<file path="src/rtl/ascii_hex_parser_if.sv">
// Character input stream and parsed-number result bundle for ascii_hex_parser.
interface ascii_hex_parser_if #(
   parameter int unsigned NDIGITS = 8
);
   localparam int unsigned W  = 4 * NDIGITS;
   localparam int unsigned CW = $clog2(NDIGITS + 1);

   logic [7:0]    rx_data;
   logic          rx_valid;
   logic [W-1:0]  value;
   logic          value_valid;
   logic [CW-1:0] ndigits_out;
   logic          err;
   logic          busy;

   // Character source / result consumer side
   modport master (
      output rx_data, rx_valid,
      input  value, value_valid, ndigits_out, err, busy
   );

   // Parser side
   modport slave (
      input  rx_data, rx_valid,
      output value, value_valid, ndigits_out, err, busy
   );
endinterface

</file>
<file path="src/rtl/ascii_hex_parser.sv">
// Assembles ASCII hex digit runs, closed by CR/LF/space, into a binary value.
module ascii_hex_parser #(
   parameter int unsigned NDIGITS = 8
) (
   input logic               clk,
   input logic               reset_n,
   ascii_hex_parser_if.slave bus
);
   localparam int unsigned W  = 4 * NDIGITS;
   localparam int unsigned CW = $clog2(NDIGITS + 1);

   typedef enum logic [1:0] {
      S_IDLE    = 2'd0,
      S_ACCUM   = 2'd1,
      S_DISCARD = 2'd2
   } state_t;

   state_t        state_q, state_d;
   logic [W-1:0]  acc_q, acc_d;
   logic [CW-1:0] cnt_q, cnt_d;
   logic [W-1:0]  value_q, value_d;
   logic [CW-1:0] ndigits_q, ndigits_d;
   logic          value_valid_q, value_valid_d;
   logic          err_q, err_d;
   logic          busy_q, busy_d;

   logic          is_digit;
   logic          is_term;
   logic [3:0]    nibble;
   logic          full;

   // Classify the incoming character and decode its nibble
   always_comb begin
      is_digit = 1'b0;
      is_term  = 1'b0;
      nibble   = 4'd0;
      if (bus.rx_data >= 8'h30 && bus.rx_data <= 8'h39) begin
         is_digit = 1'b1;
         nibble   = 4'(bus.rx_data - 8'h30);
      end else if (bus.rx_data >= 8'h61 && bus.rx_data <= 8'h66) begin
         is_digit = 1'b1;
         nibble   = 4'(bus.rx_data - 8'h57);
      end else if (bus.rx_data >= 8'h41 && bus.rx_data <= 8'h46) begin
         is_digit = 1'b1;
         nibble   = 4'(bus.rx_data - 8'h37);
      end else if (bus.rx_data == 8'h0D || bus.rx_data == 8'h0A ||
                   bus.rx_data == 8'h20) begin
         is_term  = 1'b1;
      end
   end

   assign full = (cnt_q == CW'(NDIGITS));

   // State register
   always_ff @(posedge clk or negedge reset_n) begin
      if (!reset_n) state_q <= S_IDLE;
      else          state_q <= state_d;
   end

   // Next-state: digits open/extend a number, terminators close it, anything bad discards
   always_comb begin
      state_d = state_q;
      if (bus.rx_valid) begin
         case (state_q)
            S_IDLE: begin
               if (is_digit)     state_d = S_ACCUM;
               else if (!is_term) state_d = S_DISCARD;
            end
            S_ACCUM: begin
               if (is_term)                  state_d = S_IDLE;
               else if (!is_digit || full)   state_d = S_DISCARD;
            end
            S_DISCARD: begin
               if (is_term) state_d = S_IDLE;
            end
            default: state_d = S_IDLE;
         endcase
      end
   end

   // Datapath and strobes; error paths leave value/ndigits untouched
   always_comb begin
      acc_d         = acc_q;
      cnt_d         = cnt_q;
      value_d       = value_q;
      ndigits_d     = ndigits_q;
      value_valid_d = 1'b0;
      err_d         = 1'b0;
      busy_d        = (state_d != S_IDLE);
      if (bus.rx_valid) begin
         case (state_q)
            S_IDLE: begin
               if (is_digit) begin
                  acc_d = W'(nibble);
                  cnt_d = CW'(1);
               end else if (!is_term) begin
                  err_d = 1'b1;
               end
            end
            S_ACCUM: begin
               if (is_term) begin
                  value_d       = acc_q;
                  ndigits_d     = cnt_q;
                  value_valid_d = 1'b1;
               end else if (is_digit && !full) begin
                  acc_d = (acc_q << 4) | W'(nibble);
                  cnt_d = cnt_q + CW'(1);
               end else begin
                  err_d = 1'b1;
               end
            end
            default: ;
         endcase
      end
   end

   // Datapath and output registers
   always_ff @(posedge clk or negedge reset_n) begin
      if (!reset_n) begin
         acc_q         <= '0;
         cnt_q         <= '0;
         value_q       <= '0;
         ndigits_q     <= '0;
         value_valid_q <= 1'b0;
         err_q         <= 1'b0;
         busy_q        <= 1'b0;
      end else begin
         acc_q         <= acc_d;
         cnt_q         <= cnt_d;
         value_q       <= value_d;
         ndigits_q     <= ndigits_d;
         value_valid_q <= value_valid_d;
         err_q         <= err_d;
         busy_q        <= busy_d;
      end
   end

   assign bus.value       = value_q;
   assign bus.ndigits_out = ndigits_q;
   assign bus.value_valid = value_valid_q;
   assign bus.err         = err_q;
   assign bus.busy        = busy_q;
endmodule

</file>
<file path="src/flat_wrapper.sv">
// flat-port wrapper written by rule: the top's interface ports become plain ports
module ascii_hex_parser_flat 
#(
   parameter int unsigned NDIGITS = 8
)
  (clk, reset_n, bus_rx_data, bus_rx_valid, bus_value, bus_value_valid, bus_ndigits_out, bus_err, bus_busy);
  ascii_hex_parser_if #(.NDIGITS(NDIGITS)) bus_i ();
  input logic clk;
  input logic reset_n;
  input wire logic [$bits(bus_i.rx_data)-1:0] bus_rx_data;
  input wire logic [$bits(bus_i.rx_valid)-1:0] bus_rx_valid;
  output wire logic [$bits(bus_i.value)-1:0] bus_value;
  output wire logic [$bits(bus_i.value_valid)-1:0] bus_value_valid;
  output wire logic [$bits(bus_i.ndigits_out)-1:0] bus_ndigits_out;
  output wire logic [$bits(bus_i.err)-1:0] bus_err;
  output wire logic [$bits(bus_i.busy)-1:0] bus_busy;
  assign bus_i.rx_data = bus_rx_data;
  assign bus_i.rx_valid = bus_rx_valid;
  assign bus_value = bus_i.value;
  assign bus_value_valid = bus_i.value_valid;
  assign bus_ndigits_out = bus_i.ndigits_out;
  assign bus_err = bus_i.err;
  assign bus_busy = bus_i.busy;
  ascii_hex_parser #(.NDIGITS(NDIGITS)) u_core (.clk(clk), .reset_n(reset_n), .bus(bus_i));
endmodule
</file>
<file path="config.mk">
export PLATFORM = sky130hd
export DESIGN_NAME = ascii_hex_parser_flat
export DESIGN_NICKNAME = d
export VERILOG_FILES = /design/src/rtl/ascii_hex_parser_if.sv /design/src/rtl/ascii_hex_parser.sv /design/src/flat_wrapper.sv
export SDC_FILE = /design/constraint.sdc
export NUM_CORES = 1
export LEC_CHECK = 0
export BUFFER_PORTS_ARGS = -buffer_cell sky130_fd_sc_hd__buf_2
export CAP_MARGIN = 15
export CORE_UTILIZATION = 30
export CTS_BUF_LIST = sky130_fd_sc_hd__clkbuf_4 sky130_fd_sc_hd__clkbuf_8
export DETAILED_ROUTE_END_ITERATION = 8
export PLACE_DENSITY = 0.47
export SKIP_CTS_REPAIR_TIMING = 1
export SYNTH_ARGS = -nofsm -noshare
export SYNTH_HDL_FRONTEND = slang
export SYNTH_SLANG_ARGS = --single-unit
</file>
<file path="constraint.sdc">
create_clock -name clk -period 1.8 [get_ports clk]
set_input_delay 0.36 -clock clk [delete_from_list [all_inputs] [get_ports clk]]
set_output_delay 0.36 -clock clk [all_outputs]
set_load 0.005 [all_outputs]
</file>
After elaboration in Yosys (flattened, before gate mapping)
Cells that the tools add are included.
{ "totals": {"register_bits": 77, "wordCells": 76} }
{ "classes": {"add_sub_neg": 4, "n_lt_le_gt_ge": 6, "eq_ne": 9, "n_mux": 34, "n_bitwise": 1, "n_reduce_logical": 14} }
{ "op_table": {"columns": ["cell", "count"], "rows": [
  ["$mux W32", 3],
  ["$pmux W32 S2", 1],
  ["$or A32 B4 Y32", 1],
  ["$mux W4", 6],
  ["$eq A8 B4 Y1 const B", 2],
  ["$ge A8 B7 Y1 const B", 2],
  ["$le A8 B7 Y1 const B", 2],
  ["$mux W1", 15],
  ["$mux W2", 6],
  ["$eq A8 B6 Y1 const B", 1],
  ["$ge A8 B6 Y1 const B", 1],
  ["$le A8 B6 Y1 const B", 1],
  ["$pmux W4 S2", 1],
  ["$sub A4 B3 Y4 const B", 2],
  ["$pmux W2 S3", 1],
  ["$reduce_and A5 Y1", 1],
  ["$add A4 B1 Y4 const B", 1],
  ["$eq A4 B4 Y1 const B", 1],
  ["$logic_and A1 B1 Y1", 4],
  ["$ne A2 B1 Y1 const B", 2],
  ["$reduce_bool A2 Y1", 2],
  ["$sub A4 B1 Y4 const B", 1],
  ["$logic_or A1 B1 Y1", 3],
  ["$reduce_and A3 Y1", 1],
  ["6 further kinds", 7]
]} }

Logic depth before layout (Yosys ltp)
Gate-level depths: netlist of run 1.
{ "depth": {"depth_word": 12, "mapped_depth": 8, "ltp_nobuf": 7} }

Least setup slack after synthesis of run 1
Ideal clock, no wire load.
{ "synth_path": {"path_type": "input -> register", "start": "input bus_rx_data[0]", "end": "register u_core.value_q[10], in the netlist u_core.bus.value[10]", "setup_time_ps": 125, "arrival_time_ps": 1828, "setup_slack_ps": -153, "stages": 8, "path_cell_list": "inv_1 ha_1 and4bb_2 a31oi_1 nor4_4 nand3_4 buf_6 mux2_4"} }
{ "synth_via": {"elab_chain_len": 8, "elab_cells_between_ends": 19, "classes_between": "order compare: 6; eq/ne: 3; mux: 4; reduce/logical: 6"} }
{ "synth_rtl": {"columns": ["element", "line_no", "rtl"], "rows": [
  ["start: declaration", "flat_wrapper.sv:10", "input wire logic [$bits(bus_i.rx_data)-1:0] bus_rx_data;"],
  ["branches (longest 6 deep; another with $ge A8 B7 Y1)", null, null],
  ["$mux W1 (*)", "ascii_hex_parser.sv:37", "if (bus.rx_data >= 8'h30 && bus.rx_data <= 8'h39) begin"],
  ["$reduce_and A3 Y1 (no line) (*)", null, null],
  ["end signal: assignment", "ascii_hex_parser.sv:130", "value_q <= value_d;"],
  ["end: declaration", "ascii_hex_parser.sv:21", "logic [W-1:0] value_q, value_d;"]
]} }
Mark *: on every way between the ends.
A chain may end at the register's enable or synchronous reset.

Worst setup path in the final report of run 1
{ "layout_path": {"start": "input bus_rx_data[0]", "end": "register u_core.value_q[2], in the netlist u_core.bus.value[2]"} }
Same word-level chain as after synthesis.

==> results of run 1 <==
==> where the power goes <==
part | leakage [nW] | total (mW) | internal, mW | switching, mW
clock network | 0.0913 | 1.21 | 0.629 | 0.581
logic | 0.992 | 0.218 | 0.0929 | 0.125
registers | 1.06 | 1.82 | 1.78 | 0.0389
total | 2.14 | 3.24 | 2.50 | 0.745
==> placed cells by master (no fill, tap or decap), types with 2 or more instances in the layout <==
master     n
a21oi_1    5
mux2_2     8
o21ai_0   38
ha_4       2
clkinv_2   2
dfrtp_1   77
nor3_1     3
clkbuf_8   9
inv_1      6
buf_2     47
nand2_1   67
nor2_1     3
ha_1       4
mux2_4    29
nand3_1    4
buf_4     21
buf_12     6
==> how the worst min path moves through the flow <==
stage / to / slack, ns / depth (start not counted)
after floorplan: u_core.acc_q[0] / 0.06 / 0
after global placement: u_core.bus.value_valid / 0.30 / 1
after detailed placement: u_core.bus.value[29] / 0.30 / 1
after CTS: u_core.bus.value[29] / -0.07 / 1
after global routing: u_core.bus.busy / 0.24 / 2
final: u_core.bus.busy / 0.24 / 2
==> layer usage <==
metal | GRT usage | vias to the layer above | share of wire
met3 | 0.0297 | 10 | 0.043
met2 | 0.194 | 39 | 0.47
li1 | - | 1099 | -
met1 | 0.158 | 1066 | 0.47
met4 | 0.0646 | 0 | 0.017
met5 | 0 | - | 0
==> cell families (layout without fill, tap and decap cells) <==
group,count (synthesis),in the layout,synth area share
flops,77,77,0.579
buf+inv,22,96,0.0320
compound gates,51,51,0.0854
fa+ha+maj,6,6,0.0226
simple gates,86,86,0.120
mux,38,38,0.161
==> stage by stage <==
step	std cells	instance area, µm²
6_report	494	4190
5_1_grt	494	4190
4_1_cts	492	4160
3_5_place_dp	479	3990
3_3_place_gp	479	3990
2_1_floorplan	280	3390
==> state kept, by name, summed over array words and instances (netlist names) <==
register	flops
u_core.acc_q	32
u_core.bus.value	32
u_core.bus.ndigits_out	4
u_core.cnt_q	4
u_core.state_q	2
u_core.bus.busy	1
u_core.bus.err	1
u_core.bus.value_valid	1
==> area by class of cell <==
cell class | count | area [µm²] | share of cell area
flip-flops and latches | 77 | 1930 | 0.460
multi-input cells | 181 | 1340 | 0.320
repair buffers | 75 | 523 | 0.125
well taps | 140 | 175 | 0.0418
clock buffers | 10 | 131 | 0.0313
inverters | 8 | 53.8 | 0.0128
clock inverters | 3 | 40.0 | 0.00955
==> reports/qor.yml, run 1 <==
setup_ws_ns: 0.0781
synthArstFlopShare: 1.00
worstReg2RegEnd: "u_core.cnt_q[3]"
gr-total-overflow: 0
dp_hpwl_um: 4460
gp_congestion: 0.712
antenna_found_initial: 0
crit_cells: 9
hp-class: "input port to flop"
cp_num_buf_inv: 3
powerDensity_nw_per_um2: 774
worst_pin_slew_ns: 0.373
ys.flop_type: "dfrtp_1"
clockRootBuffer: "clkbuf_8"
drt_iter0_drc: 98
preCtsSetupSlack_ns: -0.362
yosysSeqAreaShare: 0.579
timing.hold.ws_ns: 0.244
relSlewSlack: 0.751
rr_worst_depth: 6
final_core_util: 0.387
first_pass_iters: 4
vias: 2214
path_delay_family: "multiplexers"
antenna_cells: 0
fmax_ghz: 0.581
worstSetupPathType: "input port to flop"
synth_seq_cells: 77
fin_tns_setup_ns: 0
min_period_over_period: 0.957
critical_path.most_common_cell: "mux2_2"
finClkSkew_ns: 0.00895
grt_usage: 0.123
pin_count: 50
cts_max_path_buffers: 2
yosys-top-cells-count: "77 x dfrtp_1, 67 x nand2_1, 38 x o21ai_0"
cp-startpoint: "bus_rx_data[0]"
r2r_start: "u_core.cnt_q[0]"
status: "complete, no violations"
grt_pass1_wl_um: 10800
synth_edf_count: 0
grt_max_degree: 52
area_growth_syn_to_layout_pct: 26.0
yosys.area.top_type: "dfrtp_1"
clkLatencyLatePin_ns: 0.34
fillerInstances: 1077
rows: 38
grt_pass1_vias: 2234
wl_um: 6360
critical_path.max_fanout: 20
power_leakage_nw: 2.14
startpoint_type: "input port"
drv_slew: 0
synth_area_per_cell_um2: 11.9
cp.arrival_ns: 1.94
postRouteAntennaNets: 0
endpoint: "u_core.bus.value[2]"
r2r_slack_ns: 0.15
ys_warn_count: 0
yosysMostFrequentCell: "dfrtp_1"
clkTransAtPathRegs_ns: 0.07
drive_gt1_frac: 0.376
yosysTopAreaCellShare: 0.579
die_w_um: 107
worstSetupEndpointType: "flop"
synthCells: 280
viasPerCell: 4.48
synth_nets: 297
critical_path.max_stage_delay_ns: 0.35
htreeDepth: 3
total_power_mw: 3.24
core_area_um2: 10800
rsz0062_at_grt: "false"
die-area_um2: 11500
drc: 0
worstPathCellList: "buf_4, inv_16, ha_1, mux2_2, a31oi_4, nor4_4, nand3_4, buf_12, mux2_2"
start_util: 0.307
cp_slowest_cell: "mux2_2"
required_ns: 2.02
period_minus_slack_ns: 1.72
hold_viol: 0
post_drt_wl_per_cell_um: 12.9
yosysUniqueCellTypes: 32
cts_sinks: 77
cts_buffers: 9
setup_viol_count_final: 0
holdCritStartpoint: "bus_rx_valid"
syn-cell-area_um2: 3330
cts_tree: "built"
die_y_um: 107
maxCapViolCount: 0
final_nets: 369
io_buffers: 49
irDropWorstVdd_uv: 277
synthTopCellsByArea: "dfrtp_1 58%, mux2_4 13%, nand2_1 7.6%"
Note: power is estimated with default switching activity, not from simulation.
==> run 2: changes to the inputs <==
--- a/config.mk
+++ b/config.mk
@@ -7,6 +7,7 @@
 export LEC_CHECK = 0
 export BUFFER_PORTS_ARGS = -buffer_cell sky130_fd_sc_hd__buf_2
 export CAP_MARGIN = 15
+export CORE_MARGIN = 4
 export CORE_UTILIZATION = 30
 export CTS_BUF_LIST = sky130_fd_sc_hd__clkbuf_4 sky130_fd_sc_hd__clkbuf_8
 export DETAILED_ROUTE_END_ITERATION = 8
==> run 2 against run 1 <==
Effect of this change: the flow now finishes with violations (hold timing); global-route usage shrank 1.6 points; sequential cell count did not move; sequential power about the same; first-iteration DRC count is 7.1% lower; critical endpoint unchanged; largest cell class unchanged; largest power group unchanged.
==> reports/qor.yml, run 2 (synthesis results as in run 1) <==
status: "finished with violations"
failed_checks: "hold timing"
period_minus_slack_ns: 1.73
clockRootBuffer: "clkbuf_8"
gp_congestion: 0.713
min_period_over_period: 0.960
area_growth_syn_to_layout_pct: 27.8
clkTransAtPathRegs_ns: 0.08
layout_commonest_cell: "dfrtp_1"
worst_pin_slew_ns: 0.497
required_ns: 2.02
rows: 38
viasPerCell: 4.41
post_drt_wl_per_cell_um: 13.0
grt_pass1_wl_um: 11000
io_buffers: 49
drc: 0
dp_hpwl_um: 4630
final_nets: 371
drive_gt1_frac: 0.387
grt_max_degree: 38
antenna_found_initial: 0
vias: 2202
cp.arrival_ns: 1.95
worstSetupPathType: "input port to flop"
r2r_slack_ns: 0.12
grt_pass1_vias: 2260
preCtsSetupSlack_ns: -0.361
timing.hold.ws_ns: -0.0202
drv_slew: 0
rsz0062_at_grt: "false"
core_area_um2: 10800
place_inst: 482
r2r_start: "u_core.cnt_q[0]"
start_util: 0.307
final_core_util: 0.392
fillerInstances: 1076
grt_usage: 0.108
critical_path.max_fanout: 18
fin_area_um2: 4250
cts_sinks: 77
cts_tree: "built"
cts_max_path_buffers: 2
gr-total-overflow: 0
wl_um: 6470
post_dp_cell_area_um2: 4000
first_pass_iters: 4
postRouteAntennaNets: 0
die-area_um2: 12800
worstReg2RegEnd: "u_core.cnt_q[3]"
fmax_ghz: 0.579
drt_iter0_drc: 91
maxCapViolCount: 0
final_cell_mix: "77 x dfrtp_1, 67 x nand2_1, 47 x buf_2, 38 x o21ai_0, 29 x mux2_4"
antenna_cells: 0
setup_viol_count_final: 0
die_y_um: 113
power_leakage_nw: 2.16
hold_viol: 33
rr_worst_depth: 6
stdcell_count: 499
powerDensity_nw_per_um2: 822
worstSetupEndpointType: "flop"
pin_count: 50
irDropWorstVdd_uv: 296
clkLatencyLatePin_ns: 0.34
startpoint_type: "input port"
finClkSkew_ns: 0.00500
hp-class: "input port to async pin"
relSlewSlack: 0.669
die_w_um: 113
setup_ws_ns: 0.0725
htreeDepth: 3
cts_buffers: 9
## run 2: cell count changes in the layout (fill, tap and decap cells not counted), sizes merged
cell         change
dlygate4sd3      -1
bufinv           +1
clkbuf           +1
clkinvlp         +2
clkinv           -1
buf              +3
## run 2: where the power goes
part / internal (mW) / switching [mW] / total [mW]
Combinational: 0.0942 / 0.126 / 0.220
Clock: 0.837 / 0.623 / 1.46
Sequential: 1.78 / 0.0386 / 1.82
Total: 2.71 / 0.788 / 3.50
## run 2: worst max-delay path by stage
stage                         startpoint                        end  slack (ns)
after floorplan           bus_rx_data[0]       u_core.bus.value[13]       -0.07
after global placement    bus_rx_data[0]       u_core.bus.value[30]       -0.34
after detailed placement  bus_rx_data[0]  u_core.bus.ndigits_out[0]       -0.36
after CTS                 bus_rx_data[0]        u_core.bus.value[2]    -0.00004
after global routing      bus_rx_data[0]        u_core.bus.value[2]        0.02
final                     bus_rx_data[0]        u_core.bus.value[2]        0.07
## run 2: stage by stage
step | hold WS [ns] | setup TNS, ns | power, mW
6_report | -0.0202 | 0 | 3.50
5_1_grt | 0.00978 | 0 | 3.67
4_1_cts | -0.0164 | -0.0000360 | 3.55
3_5_place_dp | 0.365 | -20.39 | 2.07
3_3_place_gp | 0.364 | -19.45 | 2.07
2_1_floorplan | 0.0644 | -1.86 | 1.94
## run 2: area by class of cell
class / count / area (µm²) / area share
Sequential cell: 77 / 1930 / 0.453
Inverter: 8 / 53.8 / 0.0127
Multi-Input combinational cell: 181 / 1340 / 0.316
Timing Repair Buffer: 77 / 523 / 0.123
Clock buffer: 11 / 145 / 0.0341
Clock inverter: 5 / 83.8 / 0.0197
Tap cell: 140 / 175 / 0.0412
## run 2: metal layers
| layer | part of all wire | track usage | vias up |
|---|---|---|---|
| li1 | - | - | 1103 |
| met1 | 0.48 | 0.143 | 1051 |
| met2 | 0.45 | 0.168 | 39 |
| met3 | 0.047 | 0.0267 | 9 |
| met4 | 0.018 | 0.0457 | 0 |
| met5 | 0 | 0 | - |
## run 2: worst max-delay path, stage by stage
cell and delay (ns):
buf_4 0.17, inv_16 0.04, ha_1 0.18, mux2_2 0.28, a31oi_4 0.20, nor4_4 0.06
nand3_4 0.11, buf_12 0.19, mux2_2 0.35
